$ cat config.mk
export PLATFORM = sky130hd
export DESIGN_NAME = hazard_ctrl
export DESIGN_NICKNAME = d
export VERILOG_FILES = /design/src/rtl/hazard_ctrl.sv
export SDC_FILE = /design/constraint.sdc
export NUM_CORES = 1
export LEC_CHECK = 0
export ABC_AREA = 1
export CAP_MARGIN = 30
export CORE_MARGIN = 2
export CORE_UTILIZATION = 44
export DETAILED_ROUTE_END_ITERATION = 10
export GPL_TIMING_DRIVEN = 0
export PLACE_DENSITY = 0.74
export SLEW_MARGIN = 10
export SYNTH_ARGS = -nofsm -noshare
export SYNTH_HDL_FRONTEND = slang
export SYNTH_SLANG_ARGS = --single-unit
$ cat constraint.sdc
create_clock -name clk -period 1.53 [get_ports clk]
set_input_delay 0.153 -clock clk [delete_from_list [all_inputs] [get_ports clk]]
set_output_delay 0.153 -clock clk [all_outputs]
set_load 0.005 [all_outputs]
$ cat src/rtl/hazard_ctrl.sv
// Pipeline hazard controller: halt drain, memory-stall wait with timeout,
// taken-branch flush and load-use interlock for a 5-stage pipeline.
module hazard_ctrl (
  input  logic        clk,
  input  logic        rst,
  input  logic [2:0]  id_rs,
  input  logic        id_rs_vld,
  input  logic [2:0]  id_rt,
  input  logic        id_rt_vld,
  input  logic        idex_memrd,
  input  logic [2:0]  idex_wreg,
  input  logic        idex_regwr,
  input  logic        ex_br_taken,
  input  logic        exmem_memen,
  input  logic        exmem_halt,
  input  logic        mem_busy,
  output logic        pc_en,
  output logic        ifid_en,
  output logic        ifid_flush,
  output logic        idex_en,
  output logic        idex_flush,
  output logic        exmem_en,
  output logic        memwb_flush,
  output logic        halted,
  output logic        err,
  output logic [15:0] stall_cnt
);

  typedef enum logic [1:0] {RUN, MEM_WAIT, DRAIN, HALTED} state_t;

  state_t      r_state;
  state_t      w_next;
  logic [7:0]  r_wait_cnt;
  logic        r_err;
  logic [15:0] r_stall_cnt;

  logic w_memstall;
  logic w_loaduse;
  logic w_halt_win;
  logic w_mem_act;
  logic w_lu_act;

  assign w_memstall = exmem_memen & mem_busy;
  assign w_loaduse  = idex_memrd & idex_regwr &
                      ((id_rs_vld & (id_rs == idex_wreg)) |
                       (id_rt_vld & (id_rt == idex_wreg)));
  // A busy memory keeps MEM_WAIT stalled even if a halt is sitting in EX/MEM;
  // only once the memory is ready do the normal RUN priorities apply.
  assign w_halt_win = exmem_halt & ~((r_state == MEM_WAIT) & w_memstall);

  assign err       = r_err;
  assign stall_cnt = r_stall_cnt;

  // Pipeline control outputs and next state from current state and events.
  always_comb begin
    pc_en       = 1'b1;
    ifid_en     = 1'b1;
    ifid_flush  = 1'b0;
    idex_en     = 1'b1;
    idex_flush  = 1'b0;
    exmem_en    = 1'b1;
    memwb_flush = 1'b0;
    halted      = 1'b0;
    w_next      = r_state;
    w_mem_act   = 1'b0;
    w_lu_act    = 1'b0;
    case (r_state)
      RUN, MEM_WAIT: begin
        if (w_halt_win) begin
          pc_en      = 1'b0;
          ifid_flush = 1'b1;
          idex_flush = 1'b1;
          w_next     = DRAIN;
        end else if (w_memstall) begin
          pc_en       = 1'b0;
          ifid_en     = 1'b0;
          idex_en     = 1'b0;
          exmem_en    = 1'b0;
          memwb_flush = 1'b1;
          w_mem_act   = 1'b1;
          w_next      = MEM_WAIT;
        end else if (ex_br_taken) begin
          ifid_flush = 1'b1;
          idex_flush = 1'b1;
          w_next     = RUN;
        end else if (w_loaduse) begin
          pc_en      = 1'b0;
          ifid_en    = 1'b0;
          idex_flush = 1'b1;
          w_lu_act   = 1'b1;
          w_next     = RUN;
        end else begin
          w_next = RUN;
        end
      end
      DRAIN: begin
        pc_en    = 1'b0;
        ifid_en  = 1'b0;
        idex_en  = 1'b0;
        exmem_en = 1'b0;
        w_next   = HALTED;
      end
      default: begin
        pc_en    = 1'b0;
        ifid_en  = 1'b0;
        idex_en  = 1'b0;
        exmem_en = 1'b0;
        halted   = 1'b1;
        w_next   = HALTED;
      end
    endcase
  end

  // State, memory-wait timer, sticky timeout error and stall counter.
  always_ff @(posedge clk) begin
    if (rst) begin
      r_state     <= RUN;
      r_wait_cnt  <= '0;
      r_err       <= 1'b0;
      r_stall_cnt <= '0;
    end else begin
      r_state <= w_next;
      if (w_mem_act) begin
        if (r_wait_cnt != '1) r_wait_cnt <= r_wait_cnt + 8'd1;
        if (r_wait_cnt == '1) r_err <= 1'b1;
      end else begin
        r_wait_cnt <= '0;
      end
      if ((w_mem_act | w_lu_act) && (r_stall_cnt != '1))
        r_stall_cnt <= r_stall_cnt + 16'd1;
    end
  end

endmodule

Word level (Yosys, flattened, before mapping)
Index checks and enable logic that the tools add are counted.
{ "totals": {"elab_cells": 60, "reg_bits": 27, "input_bits": 19} }
{ "op_classes": {"bitwise": 11, "reduce_logical": 6, "n_eq_ne": 7, "add_sub_neg": 2, "n_mux": 30} }
{ "op_table": {"columns": ["operator", "n"], "rows": [
  ["$mux 1", 28],
  ["$add 16x1->16 const B", 1],
  ["$ne 16x16->1 const B", 1],
  ["$add 8x1->8 const B", 1],
  ["$eq 8x8->1 const B", 1],
  ["$ne 8x8->1 const B", 1],
  ["$and 1x1->1", 7],
  ["$eq 3x3->1", 2],
  ["$mux 2", 2],
  ["$reduce_or 2->1", 2],
  ["$reduce_or 3->1", 1],
  ["$eq 2x1->1 const B", 1],
  ["$eq 2x2->1 const B", 1],
  ["$logic_not 2->1", 1],
  ["$not 1->1", 2],
  ["$or 1x1->1", 2],
  ["$reduce_and 2->1", 1],
  ["$logic_and 1x1->1", 1]
]} }

Logic depth before layout (Yosys ltp)
Gate-level depths: netlist (run 1).
{ "logic_depth": {"word_depth": 11, "depth_mapped": 12} }

Least setup slack after synthesis (run 1)
OpenSTA, ideal clock, no wires.
{ "synth_path": {"path_kind": "register to register", "from": "reg r_stall_cnt[0] (netlist: stall_cnt[0])", "to": "reg r_stall_cnt[0] (netlist: stall_cnt[0])", "stages_incl_launch_ff": 10, "n_path_buf": 1, "t_required_ns": 1.415, "period_less_slack_ns": 1.642, "t_arrival_ns": 1.527, "path_slack_ns": -0.112, "path_cell_list": "dfxtp_1 > ha_1 > nand2_1 > nor3b_4 > nand4_1 > nand2_2 > inv_4 > buf_6 > a21oi_1 > nor2_1"} }
{ "synth_between": {"elab_chain_cells": 2, "elab_cells_between_ends": 3, "cone_classes": "1 x add/sub; 1 x eq/ne; 1 x reduce/logical"} }
{ "synth_rtl": {"columns": ["item", "line", "source"], "rows": [
  ["start, declared", "35", "logic [15:0] r_stall_cnt;"],
  ["start signal, assigned", "130", "r_stall_cnt <= r_stall_cnt + 16'd1;"],
  ["parallel branches: the longest is 2 deep, another holds $add 16x1->16", null, null]
]} }
Parallel ways; which one is timed is not known.
A chain may end at the register's enable or synchronous reset.

Worst setup path after layout (run 1)
{ "layout_path": {"from": "reg r_state[1]", "to": "reg r_stall_cnt[2] (netlist: stall_cnt[2])"} }
{ "layout_between": {"elab_chain_cells": 8, "elab_cells_between_ends": 12, "cone_classes": "1 x eq/ne; 4 x mux; 4 x bitwise; 3 x reduce/logical"} }
{ "layout_rtl": {"columns": ["item", "line", "source"], "rows": [
  ["start, declared", "31", "state_t r_state;"],
  ["start signal, assigned", "122", "r_state <= w_next;"],
  ["$eq 2x1->1", "49, 67", null],
  ["$and 1x1->1", "49", "assign w_halt_win = exmem_halt & ~((r_state == MEM_WAIT) & w_memstall);"],
  ["$not 1->1", "49", null],
  ["$and 1x1->1", "49", null],
  ["$mux 1", "69", "if (w_halt_win) begin"],
  ["$mux 1", "67", "case (r_state)"],
  ["$or 1x1->1 *", "129", "if ((w_mem_act | w_lu_act) && (r_stall_cnt != '1))"],
  ["$logic_and 1x1->1 *", "129", null]
]} }
Mark *: on every way between the ends. The rest lies on a longest branch, timed or not.

==> results.md, run 1 <==
* Status: finished with violations
* Failing checks: negative setup slack
* Routed length per instance at 14.1 um
* TritonCTS Sinks at 27
* Post-Route M1 WL at 2.23 mm
* R2r endpoint: stall_cnt[2]
* Area Overhead vs Synth at 63.4%
* Largest net degree at the start of global routing at 15
* Clock share of power at 0.284
* Initial antenna violation count at 0
* CTS HTree Levels at 1
* R2R setup slack at -0.15 ns
* Hold WC Path Type: input port to flip-flop
* Yosys reg bits at 27
* Final #Nets at 346
* Synth area leaders: dfxtp_1 32%, nand2_1 14%, nand3_1 7.7%, xor2_1 7.3%, inv_1 6.5%
* Top Metal Used: met4
* CTS Buf Count at 3
* Synthesized instance count at 245
* Crit path DAT at 1.88 ns
* CP max stage delay at 0.36 ns
* Post-synth EDFFs at 0
* Worst-path clk slew at 0.10 ns
* HP Start: rst
* CTS Hold Bufs at 0
* VDD IR-drop max at 0.000550 V
* Crit-path max FO at 5
* Top FF cell, synth: dfxtp_1
* Cell Pwr Density at 537 nW/um2
* Die height at 65.8 um
* Yosys top cell area share at 0.322
* Die X at 65.8 um
* Via count at 1891
* Slew margin rel. at 0.520
* DRT iter0 DRCs at 122
* # diodes at 0
* Setup_tns at -2.31 ns
* CTS Buffer Depth at 2
* Worst reg2reg path startpoint: r_state[1]
* Syn. warnings at 0
* Clk_skew at 0.00670 ns
* Global route overflow at 0
* Minimum clock period at 1.68 ns
* Switching share of total power at 0.275
* R2R depth at 12
* First-pass GRT wire length at 7.82 mm
* GP Congestion at 0.875
* Crit path depth at 12
* Int Power at 1.07 mW
* Detailed placement HPWL at 2.90 mm
* Vias per cell at 5.08
* Crit path launch: r_state[1]
* Top-count cell post-synth: nand2_1
* Crit path top cell by count: buf_6
* Cell variety after synth at 31
* Final core occ at 0.750
* Initial Utilization at 0.459
* Routed Antenna Nets at 0
* Syn_nets at 266
* Pre-Repair DR Iteration Count at 4
* Remaining DRCs at 0
* Critical Path Sink Type: flip-flop
* Final setup viols at 23
* Clock Latency Late Sink at 0.28 ns
* Buf/Inv on CP at 6
* GRT Util Overall at 0.233
* Vias in the first global route at 1675
* Post-synth top cells: 62 x nand2_1, 29 x inv_1, 27 x dfxtp_1
* Cells on Worst Hold Path at 2
* Hold endpoint: stall_cnt[15]
* Final period utilization at 1.10
* Crit-path slowest cell: dfxtp_4
* Final-report max-slew violation count at 0
* Metal2 WL at 2.65 mm
* # rows at 22
* CP startpoint kind: flip-flop
* Netlist Area Pre-Place at 1680 um2
* Setup WS post-layout at -0.150 ns
* TritonCTS clock tree: built
* # IOs at 44
* FFs w/ async S/R, synth at 0
* Max_cap viols at 0
* Gate power share at 0.237
* Top Family by Delay on Critical Path: buffers and inverters
* Crit-path cells: inv_2 > nand2_1 > o21a_2 > buf_6 > nor2_4 > buf_6 > nand2_4 > inv_8 > buf_6 > buf_8 > nand3_2 > a21oi_2
* Sequential share of the synthesized area at 0.322
* Avg Synthesized Cell Area at 6.86 um2
* Post-Route WL at 5.26 mm
* PortBufs at 42
* Synth area leader: dfxtp_1
* Die ar. at 4330 um2
* Clk root buf: clkbuf_8
* NetSw at 0.405 mW
* Met3 WL at 290 um
* Ratio of cells with drive above 1 in the final layout at 0.367
* Final Hold Vio Count at 0
* Leakage power at 1.23 nW
* Core area at 3660 um2
* Overall power at 1.47 mW
* CP Class: flip-flop to flip-flop
* RSZ-0062 raised after global routing: yes
* Slew at the pin with the worst max-slew slack at 0.720 ns
* Max Clk Rate at 595 MHz
* Seq pwr share at 0.478
* CP required at 1.73 ns
==> how the worst max path moves through the flow <==
| stage | endpoint | slack, ns |
|---|---|---|
| floorplan | stall_cnt[0] | 0.003 |
| global placement | pc_en | -0.73 |
| detailed placement | pc_en | -0.77 |
| CTS | stall_cnt[7] | -0.13 |
| global route | memwb_flush | -0.25 |
| finish | stall_cnt[2] | -0.15 |
==> metrics by stage <==
stage	instance area, um2	instances	worst slack [ns]	hold slack (ns)
4_1_cts	2560	363	-0.130	0.294
5_1_grt	2750	372	-0.246	0.393
6_report	2750	372	-0.150	0.371
3_3_place_gp	2180	335	-0.727	0.453
2_1_floorplan	1700	245	0.00324	0.446
3_5_place_dp	2180	335	-0.765	0.464
==> cells by family (layout without fill, tap and decap cells) <==
| group | after synthesis | in the layout | synth area share |
|---|---|---|---|
| adder cells (fa/ha/maj) | 2 | 2 | 0.0149 |
| AO/OA/AOI/OAI | 28 | 28 | 0.109 |
| AND/OR/NAND/NOR | 133 | 133 | 0.365 |
| flip-flops | 27 | 27 | 0.322 |
| XOR/XNOR | 17 | 17 | 0.0886 |
| buffers and inverters | 38 | 117 | 0.101 |
==> registers in the layout, indices dropped and copies added (netlist names) <==
| signal | cells |
|---|---|
| err | 1 |
| r_wait_cnt | 8 |
| stall_cnt | 16 |
| r_state | 2 |
==> cell usage in the layout (no fill, tap or decap), types with 4 or more instances in the layout <==
cell type        instances
dfxtp_1                 15
buf_2                    5
nand3_2                 14
a21oi_1                  7
nor3_1                   4
clkdlybuf4s50_1         25
o21ai_1                  4
nand2_1                 54
xor2_1                  14
nand4_1                  5
dlymetal6s2s_1           7
nor2_1                  22
a21oi_2                 12
nand2_4                  5
inv_2                    5
buf_4                   24
dfxtp_2                  6
nand3_1                 11
nand2_2                  6
dfxtp_4                  6
inv_1                   25
buf_6                   10
==> final cells by class <==
type,instances,area [um2]
fill,265,915
inverter,32,130
clock buffer,4,45.0
multi-input combinational,180,1170
timing repair buffer,75,714
tap,48,60.1
buffer,6,52.6
sequential,27,571
==> per-layer routing <==
metal	vias up	GRT usage
met5	-	0
li1	939	-
met3	8	0.0290
met4	0	0.0547
met1	885	0.313
met2	59	0.395
==> power by group through the flow <==
stage | sequential (mW) | combinational, mW | clock (mW)
3_3_place_gp | 0.732 | 0.212 | 0
6_report | 0.705 | 0.350 | 0.419
3_5_place_dp | 0.732 | 0.215 | 0
5_1_grt | 0.706 | 0.376 | 0.451
4_1_cts | 0.710 | 0.299 | 0.417
2_1_floorplan | 0.731 | 0.108 | 0
==> what timing repair did <==
item | 4_1_cts | 5_1_grt
pin swaps | 26 | 26
gates cloned | 2 | 0
buffers inserted | 22 | 11
gates resized for setup | 77 | 46
setup endpoints to repair | 30 | 33
hold endpoints to repair | 0 | 0
Power figures use the tool's default switching activity.
==> run 2, diff against run 1 <==
--- a/config.mk
+++ b/config.mk
@@ -12,6 +12,7 @@
 export DETAILED_ROUTE_END_ITERATION = 10
 export GPL_TIMING_DRIVEN = 0
 export PLACE_DENSITY = 0.74
+export SKIP_LAST_GASP = 1
 export SLEW_MARGIN = 10
 export SYNTH_ARGS = -nofsm -noshare
 export SYNTH_HDL_FRONTEND = slang
==> run 2 against run 1 <==
- the flow still finishes with violations (negative setup slack)
- sequential cell count is the same
- worst hold slack got worse by 0.017 ns
- via count unchanged
- die area unchanged
- combinational power hardly changed
- cell area up 0.32%
- global-route usage did not move
- sequential share of layout area fell by 0.11 points
- first-iteration DRC count fell by 12%
- power rose by 0.21%
- routed wire length down 1.7%
- clock skew barely moved
- largest power group unchanged
==> results.md, run 2 (synthesized netlist as in run 1, its figures left out) <==
* Slew margin rel. at 0.518
* Status: finished with violations
* Cells on Worst Hold Path at 2
* Die X at 65.8 um
* Detailed placement HPWL at 2.90 mm
* CP startpoint kind: flip-flop
* CP Class: flip-flop to flip-flop
* Most frequent cells in the layout: 54 x nand2_1, 25 x inv_1, 25 x clkdlybuf4s50_1
* RSZ-0062 raised after global routing: yes
* Clock Latency Late Sink at 0.28 ns
* R2R setup slack at -0.15 ns
* Die ar. at 4330 um2
* Via count at 1891
* Layout fillers at 260
* Max FFs per register at 16
* R2R depth at 12
* Critical Path Sink Type: flip-flop
* Setup_tns at -2.20 ns
* VDD IR-drop max at 0.000550 V
* Largest net degree at the start of global routing at 15
* Routed length per instance at 13.9 um
* Failing checks: negative setup slack
* Minimum clock period at 1.68 ns
* Commonest non-fill, non-tap cell in the layout: nand2_1
* Core area at 3660 um2
* Storage cell area at 569 um2
* Global route overflow at 0
* Remaining DRCs at 0
* Final period utilization at 1.10
* Final Hold Vio Count at 0
* Die height at 65.8 um
* # IOs at 44
* Vias per cell at 5.07
* CTS Hold Bufs at 0
* DRT iter0 DRCs at 107
* HP Start: rst
* Ratio of cells with drive above 1 in the final layout at 0.366
* Worst reg2reg path startpoint: r_state[1]
* Final-report max-slew violation count at 0
* Max Clk Rate at 596 MHz
* Worst-path clk slew at 0.10 ns
* # diodes at 0
* CP required at 1.73 ns
* Area Overhead vs Synth at 64.0%
* Leakage power at 1.23 nW
* Vias in the first global route at 1675
* Final #Nets at 347
* Hold WC Path Type: input port to flip-flop
* # rows at 22
* Crit path DAT at 1.88 ns
* First-pass GRT wire length at 7.82 mm
* Clk root buf: clkbuf_8
* Area taken by multi-input logic gates at 1170 um2
* Slew at the pin with the worst max-slew slack at 0.724 ns
* Max_cap viols at 0
* CTS Buffer Depth at 2
* CTS HTree Levels at 1
* # placed instances at 335
* Hold endpoint: stall_cnt[9]
* Final core occ at 0.753
* Post-Route WL at 5.17 mm
* GRT Util Overall at 0.233
* Overall power at 1.48 mW
* TritonCTS clock tree: built
* PortBufs at 42
* CTS Buf Count at 3
* Initial antenna violation count at 0
* Final setup viols at 23
* Setup WS post-layout at -0.147 ns
* Routed Antenna Nets at 0
* GP Congestion at 0.875
* R2r endpoint: stall_cnt[2]
* Clk_skew at 0.00674 ns
* Pre-Repair DR Iteration Count at 4
* Cell Pwr Density at 536 nW/um2
* TritonCTS Sinks at 27
* Initial Utilization at 0.459
* Fin cells at 373
* Crit-path max FO at 5
## run 2: changes by cell type in the layout (fill, tap and decap cells not counted)
cell,previous run,this run
a21oi_1,7,6
a21oi_2,12,13
buf_6,10,11
dfxtp_1,15,16
dfxtp_2,6,5
nand3_1,11,12
nand3_2,14,13
## run 2: final cells by class
class                   instances  share of cell area
multi-input cells             180               0.426
repair buffers                 76               0.263
flip-flops and latches         27               0.207
well taps                      48              0.0218
clock buffers                   4              0.0163
plain buffers                   6              0.0191
inverters                      32              0.0472
## run 2: through the flow
| stage | worst slack [ns] | hold slack, ns | cell area, um2 |
|---|---|---|---|
| 2_1_floorplan | 0.00324 | 0.446 | 1700 |
| 3_3_place_gp | -0.727 | 0.453 | 2180 |
| 3_5_place_dp | -0.765 | 0.464 | 2180 |
| 4_1_cts | -0.130 | 0.294 | 2560 |
| 5_1_grt | -0.243 | 0.372 | 2760 |
| 6_report | -0.147 | 0.355 | 2760 |
## run 2: report_power, final
group | switching [mW] | internal [mW] | leakage, nW
combinational | 0.169 | 0.184 | 0.985
clock | 0.232 | 0.187 | 0.0228
sequential | 0.00486 | 0.700 | 0.225
## run 2: worst max path at each step
stage | startpoint | slack [ns] | cells after the start | endpoint
2_1_floorplan | stall_cnt[0] | 0.003 | 9 | stall_cnt[0]
3_3_place_gp | idex_wreg[1] | -0.73 | 11 | pc_en
3_5_place_dp | idex_wreg[2] | -0.77 | 11 | pc_en
4_1_cts | r_state[1] | -0.13 | 12 | stall_cnt[7]
5_1_grt | r_state[1] | -0.24 | 9 | memwb_flush
6_report | r_state[1] | -0.15 | 12 | stall_cnt[2]
## run 2: layer usage
metal / wire [um] / GRT usage / share of wire / up-vias
li1: - / - / - / 939
met1: 2260 / 0.313 / 0.44 / 881
met2: 2560 / 0.395 / 0.49 / 65
met3: 282 / 0.0290 / 0.055 / 6
met4: 68 / 0.0547 / 0.013 / 0
met5: 0 / 0 / 0 / -
## run 2: repair_timing
item,CTS,global route
gates resized for setup,77,46
endpoints found under the setup margin,30,33
setup buffers,22,12
pin swaps,25,28
gates cloned,2,0
## run 2: worst max-delay path, cell delays in order, from the launching register on
cell and delay [ns]:
dfxtp_4 0.36, inv_2 0.05, nand2_1 0.04, o21a_2 0.22, buf_6 0.13, nor2_4 0.09
buf_6 0.12, nand2_4 0.06, inv_8 0.08, buf_6 0.12, buf_8 0.12, nand3_2 0.08
a21oi_2 0.13
